### src/rtl/matrix_scan_scheduler.sv
// matrix_scan_scheduler
// Shared column-scan controller for two 5x7 LED matrix pages: the level/alarm
// page (N) and the irrigation-mode page (R). It generates the column scan timing,
// blanks the start of each column slot against ghosting, and decides which page
// owns the row drive. Ownership changes only at frame boundaries.
//
// Optional feature: define URGENT_BLINK_EN to blink the N page's rows on
// alternate frames while urgent is held.
//
// Ports:
//   clk         in   system clock, rising edge
//   rstn        in   synchronous reset, active high
//   en          in   scan enable; 0 freezes the scan and blanks the outputs
//   req_n       in   N page requests the display
//   req_r       in   R page requests the display
//   urgent      in   alarm/error active; forces the N page at the next frame
//   lin_n[6:0]  in   N-page rows for the current col_idx (bit0 = row 1)
//   lin_r[6:0]  in   R-page rows for the current col_idx
//   col_idx[2:0] out current column, 0..4
//   col[4:0]    out  one-hot column drive (bit0 = column 1)
//   lin[6:0]    out  row drive
//   gnt_n       out  N page owns the display
//   gnt_r       out  R page owns the display
//   frame_done  out  one-cycle pulse after column 4 completes
module matrix_scan_scheduler #(
    parameter int unsigned PRESC_DIV   = 1000,
    parameter int unsigned BLANK_CYC   = 4,
    parameter int unsigned PAGE_FRAMES = 50
) (
    input  logic       clk,
    input  logic       rstn,
    input  logic       en,
    input  logic       req_n,
    input  logic       req_r,
    input  logic       urgent,
    input  logic [6:0] lin_n,
    input  logic [6:0] lin_r,
    output logic [2:0] col_idx,
    output logic [4:0] col,
    output logic [6:0] lin,
    output logic       gnt_n,
    output logic       gnt_r,
    output logic       frame_done
);

    // Wide enough to hold PAGE_FRAMES itself, since the count saturates there.
    localparam int unsigned FCW = (PAGE_FRAMES < 2) ? 1 : $clog2(PAGE_FRAMES + 1);
    localparam logic [15:0] PRESC_LAST = 16'(PRESC_DIV - 1);
    localparam logic [15:0] BLANK_LIM  = 16'(BLANK_CYC);
    localparam logic [FCW-1:0] FC_MAX  = FCW'(PAGE_FRAMES);

    typedef enum logic [1:0] {
        StIdle,
        StShowN,
        StShowR
    } state_e;

    logic [15:0]    presc_q, presc_d;
    logic [2:0]     col_idx_q, col_idx_d;
    state_e         state_q, state_d;
    logic [FCW-1:0] frame_cnt_q, frame_cnt_d;
    logic [4:0]     col_q, col_d;
    logic [6:0]     lin_q, lin_d;
    logic           gnt_n_q, gnt_n_d;
    logic           gnt_r_q, gnt_r_d;
    logic           frame_done_q, frame_done_d;

    logic   presc_last;
    logic   tick;
    logic   cur_req;
    logic   oth_req;
    state_e oth_state;
    logic   fc_full;
    logic   blank;

`ifdef URGENT_BLINK_EN
    logic blink_q, blink_d;
`endif

    assign presc_last = (presc_q == PRESC_LAST);
    // Frame boundary: last prescaler count of column 4, only while scanning.
    assign tick       = en && presc_last && (col_idx_q == 3'd4);
    // Holding the page for one more frame would reach the PAGE_FRAMES quota.
    assign fc_full    = (32'(frame_cnt_q) + 32'd1) >= PAGE_FRAMES;

    // Scan timing: prescaler and column index.
    always_comb begin
        presc_d   = presc_q;
        col_idx_d = col_idx_q;
        if (en) begin
            if (presc_last) begin
                presc_d   = 16'd0;
                col_idx_d = (col_idx_q == 3'd4) ? 3'd0 : col_idx_q + 3'd1;
            end else begin
                presc_d = presc_q + 16'd1;
            end
        end
    end

    // Page arbitration, evaluated only at frame boundaries.
    always_comb begin
        state_d   = state_q;
        cur_req   = 1'b0;
        oth_req   = 1'b0;
        oth_state = StIdle;
        case (state_q)
            StShowN: begin
                cur_req   = req_n;
                oth_req   = req_r;
                oth_state = StShowR;
            end
            StShowR: begin
                cur_req   = req_r;
                oth_req   = req_n;
                oth_state = StShowN;
            end
            default: ;
        endcase

        if (tick) begin
            if (urgent) begin
                state_d = StShowN;
            end else if (state_q == StIdle) begin
                // N wins a tie out of idle.
                state_d = req_n ? StShowN : (req_r ? StShowR : StIdle);
            end else if (cur_req && oth_req && fc_full) begin
                state_d = oth_state;
            end else if (cur_req) begin
                state_d = state_q;
            end else if (oth_req) begin
                state_d = oth_state;
            end else begin
                state_d = StIdle;
            end
        end

        frame_cnt_d = frame_cnt_q;
        if (state_d != state_q) begin
            frame_cnt_d = '0;
        end else if (tick && (state_q != StIdle) && (frame_cnt_q != FC_MAX)) begin
            frame_cnt_d = frame_cnt_q + FCW'(1);
        end

        gnt_n_d      = (state_d == StShowN);
        gnt_r_d      = (state_d == StShowR);
        frame_done_d = tick;
    end

`ifdef URGENT_BLINK_EN
    always_comb begin
        blink_d = blink_q;
        if (tick) begin
            blink_d = urgent ? ~blink_q : 1'b0;
        end
    end
`endif

    // Column/row drive, registered one cycle behind the scan counters.
    always_comb begin
        blank = (presc_q < BLANK_LIM) || (state_q == StIdle) || !en;
        col_d = 5'd0;
        lin_d = 7'd0;
        if (!blank) begin
            col_d = 5'd1 << col_idx_q;
            lin_d = (state_q == StShowR) ? lin_r : lin_n;
`ifdef URGENT_BLINK_EN
            // Dark frame of the urgent blink; the columns keep scanning.
            if ((state_q == StShowN) && blink_q) begin
                lin_d = 7'd0;
            end
`endif
        end
    end

    always_ff @(posedge clk) begin
        if (rstn) begin
            presc_q      <= 16'd0;
            col_idx_q    <= 3'd0;
            state_q      <= StIdle;
            frame_cnt_q  <= '0;
            col_q        <= 5'd0;
            lin_q        <= 7'd0;
            gnt_n_q      <= 1'b0;
            gnt_r_q      <= 1'b0;
            frame_done_q <= 1'b0;
        end else begin
            presc_q      <= presc_d;
            col_idx_q    <= col_idx_d;
            state_q      <= state_d;
            frame_cnt_q  <= frame_cnt_d;
            col_q        <= col_d;
            lin_q        <= lin_d;
            gnt_n_q      <= gnt_n_d;
            gnt_r_q      <= gnt_r_d;
            frame_done_q <= frame_done_d;
        end
    end

`ifdef URGENT_BLINK_EN
    always_ff @(posedge clk) begin
        if (rstn) begin
            blink_q <= 1'b0;
        end else begin
            blink_q <= blink_d;
        end
    end
`endif

    assign col_idx    = col_idx_q;
    assign col        = col_q;
    assign lin        = lin_q;
    assign gnt_n      = gnt_n_q;
    assign gnt_r      = gnt_r_q;
    assign frame_done = frame_done_q;

endmodule

### config.mk
export PLATFORM = sky130hd
export DESIGN_NAME = matrix_scan_scheduler
export DESIGN_NICKNAME = d
export VERILOG_FILES = /design/src/rtl/matrix_scan_scheduler.sv
export SDC_FILE = /design/constraint.sdc
export NUM_CORES = 1
export LEC_CHECK = 0
export CAP_MARGIN = 10
export CORE_ASPECT_RATIO = 1.25
export CORE_MARGIN = 2
export CORE_UTILIZATION = 55
export CTS_BUF_LIST = sky130_fd_sc_hd__clkbuf_8
export DETAILED_ROUTE_END_ITERATION = 8
export DONT_BUFFER_PORTS = 1
export PLACE_DENSITY = 0.7
export SLEW_MARGIN = 20
export SYNTH_ARGS = -nofsm -noshare
export SYNTH_HDL_FRONTEND = slang
export SYNTH_SLANG_ARGS = --single-unit
export TNS_END_PERCENT = 30
### constraint.sdc
create_clock -name clk -period 2.7 [get_ports clk]
set_input_delay 0.675 -clock clk [delete_from_list [all_inputs] [get_ports clk]]
set_output_delay 0.675 -clock clk [all_outputs]
set_load 0.05 [all_outputs]
==> metrics.txt <==
Max Cap Violations=0; Die X=60.79 microns; share of layout cells above drive strength 1=0.1231; Critical Path Fanout Max=7; TNS Setup=0 ps; sequential share of power=0.556; hold_sp=rstn; family with the most delay on the worst path=compound AO/OA/AOI/OAI gates; Worst Skew=5.354 ps; dpl hpwl=3.388 mm; worst skew pair latency=290 ps; first-pass GRT wire length=7.169 mm; vias in the first global route=1562; Post-route DRC=0; GRT Resource Usage Total=0.2127; Wirelength per Cell=13.57 microns; Async SR Flop Fraction=0; Worst R2R Path Depth=8; TritonCTS Buffers=5; netlist area before placement=2217 sq um; CP peak stage delay=510 ps; first drt pass iteration count=5; CP Data Required Time=2940 ps; Comb pwr share=0.021; reg2reg end=gnt_r$_SDFF_PP0_; Yosys top cell area share=0.3792; Worst Hold Depth=1; Mapped Nets=289; global route overflow=0; fin nets=297; Antenna Nets Post-Route=0; commonest non-fill, non-tap cells in the layout=dfxtp_1 (42), nor2_1 (37), nand2_1 (21), nand3_1 (17); leakage power=0.8728 nW; WL final=4.371 mm; worst path cell trace=ha_1, a22o_1, nand3_1, a2111oi_0, nor3_1, or2_1, a21oi_2, o21a_1; Final Cycle Share=0.9312; CTS H-Tree Depth=2; routability congestion estimate=0.8713; Unique masters post-synth=51; initial antenna violation count=0; ys flop type=dfxtp_1; Area Overhead vs Synth=9.932%; fin. max-slew vios=0; critical path startpoint category=flip-flop; # diodes=0; FF-to-FF Start=state_q[1]$_SDFF_PP0_; pre-CTS setup slack=198.0 ps; total chip power=1.124 mW; Final Util=0.6387; hold path endpoint=col_idx[0]$_SDFFE_PP0P_; Ys Warns=0; minimum clock period=2514 ps; std cell rows=25; Least-Margin Pin Slew=621.4 ps; IO Pins=38; CTS max path bufs=2; class of the worst hold path=input port to flip-flop; die height=74.99 microns; most common cell after layout, fill and taps aside=dfxtp_1; drt initial violations=80; root buf cell=clkbuf_8; VDD IR-drop max=0.4111 mV; Layout fillers=348; NetSw=218.4 uW; buffer and inverter count on the worst path=0; CTS clock-pin slew for the worst setup and hold paths=80 ps; final worst slack=185.7 ps; pin count of the biggest net entering global routing=16; count of final setup violators=0; Yosys top cell by area=dfxtp_1; # port buffers=0; syn_area_per_cell=8.560 sq um; register bit total from synthesis=42; vias per std cell=5.525; clock power share=0.423; Synth Instances=259; clock sinks=42; Seq/Total Area, Yosys=0.3792; CP max stage cell=a2111oi_0; Initial Utilization=0.5810; endpoint type of the worst setup path=flip-flop; arrival time worst endpoint=2760 ps; Core Area=3816 sq um; hold buffer count at cts=0; CTS tree=yes; DR vias=1779; Crit Path Class=flip-flop to flip-flop; fmax=0.3977 GHz; Area contributors post-synth=dfxtp_1 (38%), nor2_1 (6.3%), ha_1 (5.6%); Fin. Hold Viols=0; Pwr Density=461.0 nW/um^2; Slew headroom=0.5750; Die Area=4558 sq um; r2r setup slk=190 ps; Post-synth EDFFs=0; Int Pwr=905.2 uW; status=finished, final reports clean; Sw Share=0.1944
## cells in the mapped netlist (2+ instances only)
cell type / count
dfxtp_1: 42
nand3_1: 17
nand2_1: 21
a2111o_1: 2
mux2i_1: 10
nor4bb_1: 2
or4_1: 2
nor2_1: 37
nor4_1: 4
clkbuf_1: 3
a22o_1: 2
ha_1: 10
a2111oi_0: 2
nand3b_1: 2
o21ai_0: 7
xor2_1: 8
inv_1: 10
buf_2: 4
nand4_1: 6
and3_1: 4
a21oi_1: 11
xnor2_1: 10
and2_1: 3
or3_1: 6
nor3_1: 6
nor3b_1: 3
## power by group through the flow
stage,clock [mW],combinational (mW),sequential [mW]
finish,0.475,0.0234,0.625
floorplan,0,0.0257,0.639
global placement,0,0.0230,0.639
global route,0.518,0.0272,0.625
CTS,0.489,0.0238,0.625
detailed placement,0,0.0237,0.640
## layer usage
metal	vias to the layer above	global-route usage	wire length (microns)
met2	38	0.3656	2246
met3	9	0.05326	193
li1	928	-	-
met5	-	0	0
met1	804	0.2500	1850
met4	0	0.08696	80
## kinds of logic after synthesis
family	count (synthesis)	share of synthesized area
and+or+nand+nor	123	0.2901
DFF	42	0.3792
AOI/OAI and AO/OA	36	0.1140
buffers and inverters	20	0.04402
xor gates and xnor gates	18	0.07111
muxes	10	0.04515
adders and majority gates	10	0.05643
## repair_timing
action / 4_1_cts / 5_1_grt
resized for setup: 0 / 2
buffers inserted: 0 / 0
endpoints found under the setup margin: 0 / 6
## metrics by stage
stage | area [sq um] | cells | hold slack (ps)
2_1_floorplan | 2217 | 259 | 476.4
3_3_place_gp | 2307 | 314 | 499.2
6_report | 2437 | 322 | 439.6
5_1_grt | 2437 | 322 | 415.7
4_1_cts | 2417 | 322 | 430.9
3_5_place_dp | 2307 | 314 | 511.4
## area by class of cell
| class | instances | area, sq um | share of cell area |
|---|---|---|---|
| clock buffer | 5 | 68.82 | 0.02823 |
| clock inverter | 3 | 41.29 | 0.01694 |
| inverter | 10 | 37.54 | 0.01540 |
| multi-input combinational | 197 | 1299 | 0.5329 |
| sequential | 42 | 840.8 | 0.3450 |
| tap | 54 | 67.56 | 0.02772 |
| timing repair buffer | 11 | 82.58 | 0.03388 |
## worst max-delay path by stage
stage                                from  cells after the start  slack (ps)                          end
CTS                 state_q[1]$_SDFF_PP0_                      7         170  frame_cnt_q[2]$_SDFFE_PP0P_
global placement    state_q[1]$_SDFF_PP0_                      7         170  frame_cnt_q[5]$_SDFFE_PP0P_
floorplan                              en                      8         290  frame_cnt_q[2]$_SDFFE_PP0P_
global route        state_q[1]$_SDFF_PP0_                      7        -120  frame_cnt_q[2]$_SDFFE_PP0P_
finish              state_q[1]$_SDFF_PP0_                      8         190             gnt_r$_SDFF_PP0_
detailed placement  state_q[1]$_SDFF_PP0_                      7         200  frame_cnt_q[2]$_SDFFE_PP0P_
## state kept, by name (all words and copies together) (netlist names)
signal and count:
lin 7, gnt_r 1, col_idx 3, state_q 2, col 5, frame_cnt_q 6
presc_q 16, frame_done 1, gnt_n 1
## worst register-to-register path: stages, from the launching register on
cell,delay (ps)
dfxtp_1,490
ha_1,370
a22o_1,260
nand3_1,90
a2111oi_0,510
nor3_1,160
or2_1,290
a21oi_2,170
o21a_1,140
No activity file was read; power rests on OpenSTA's default activity.
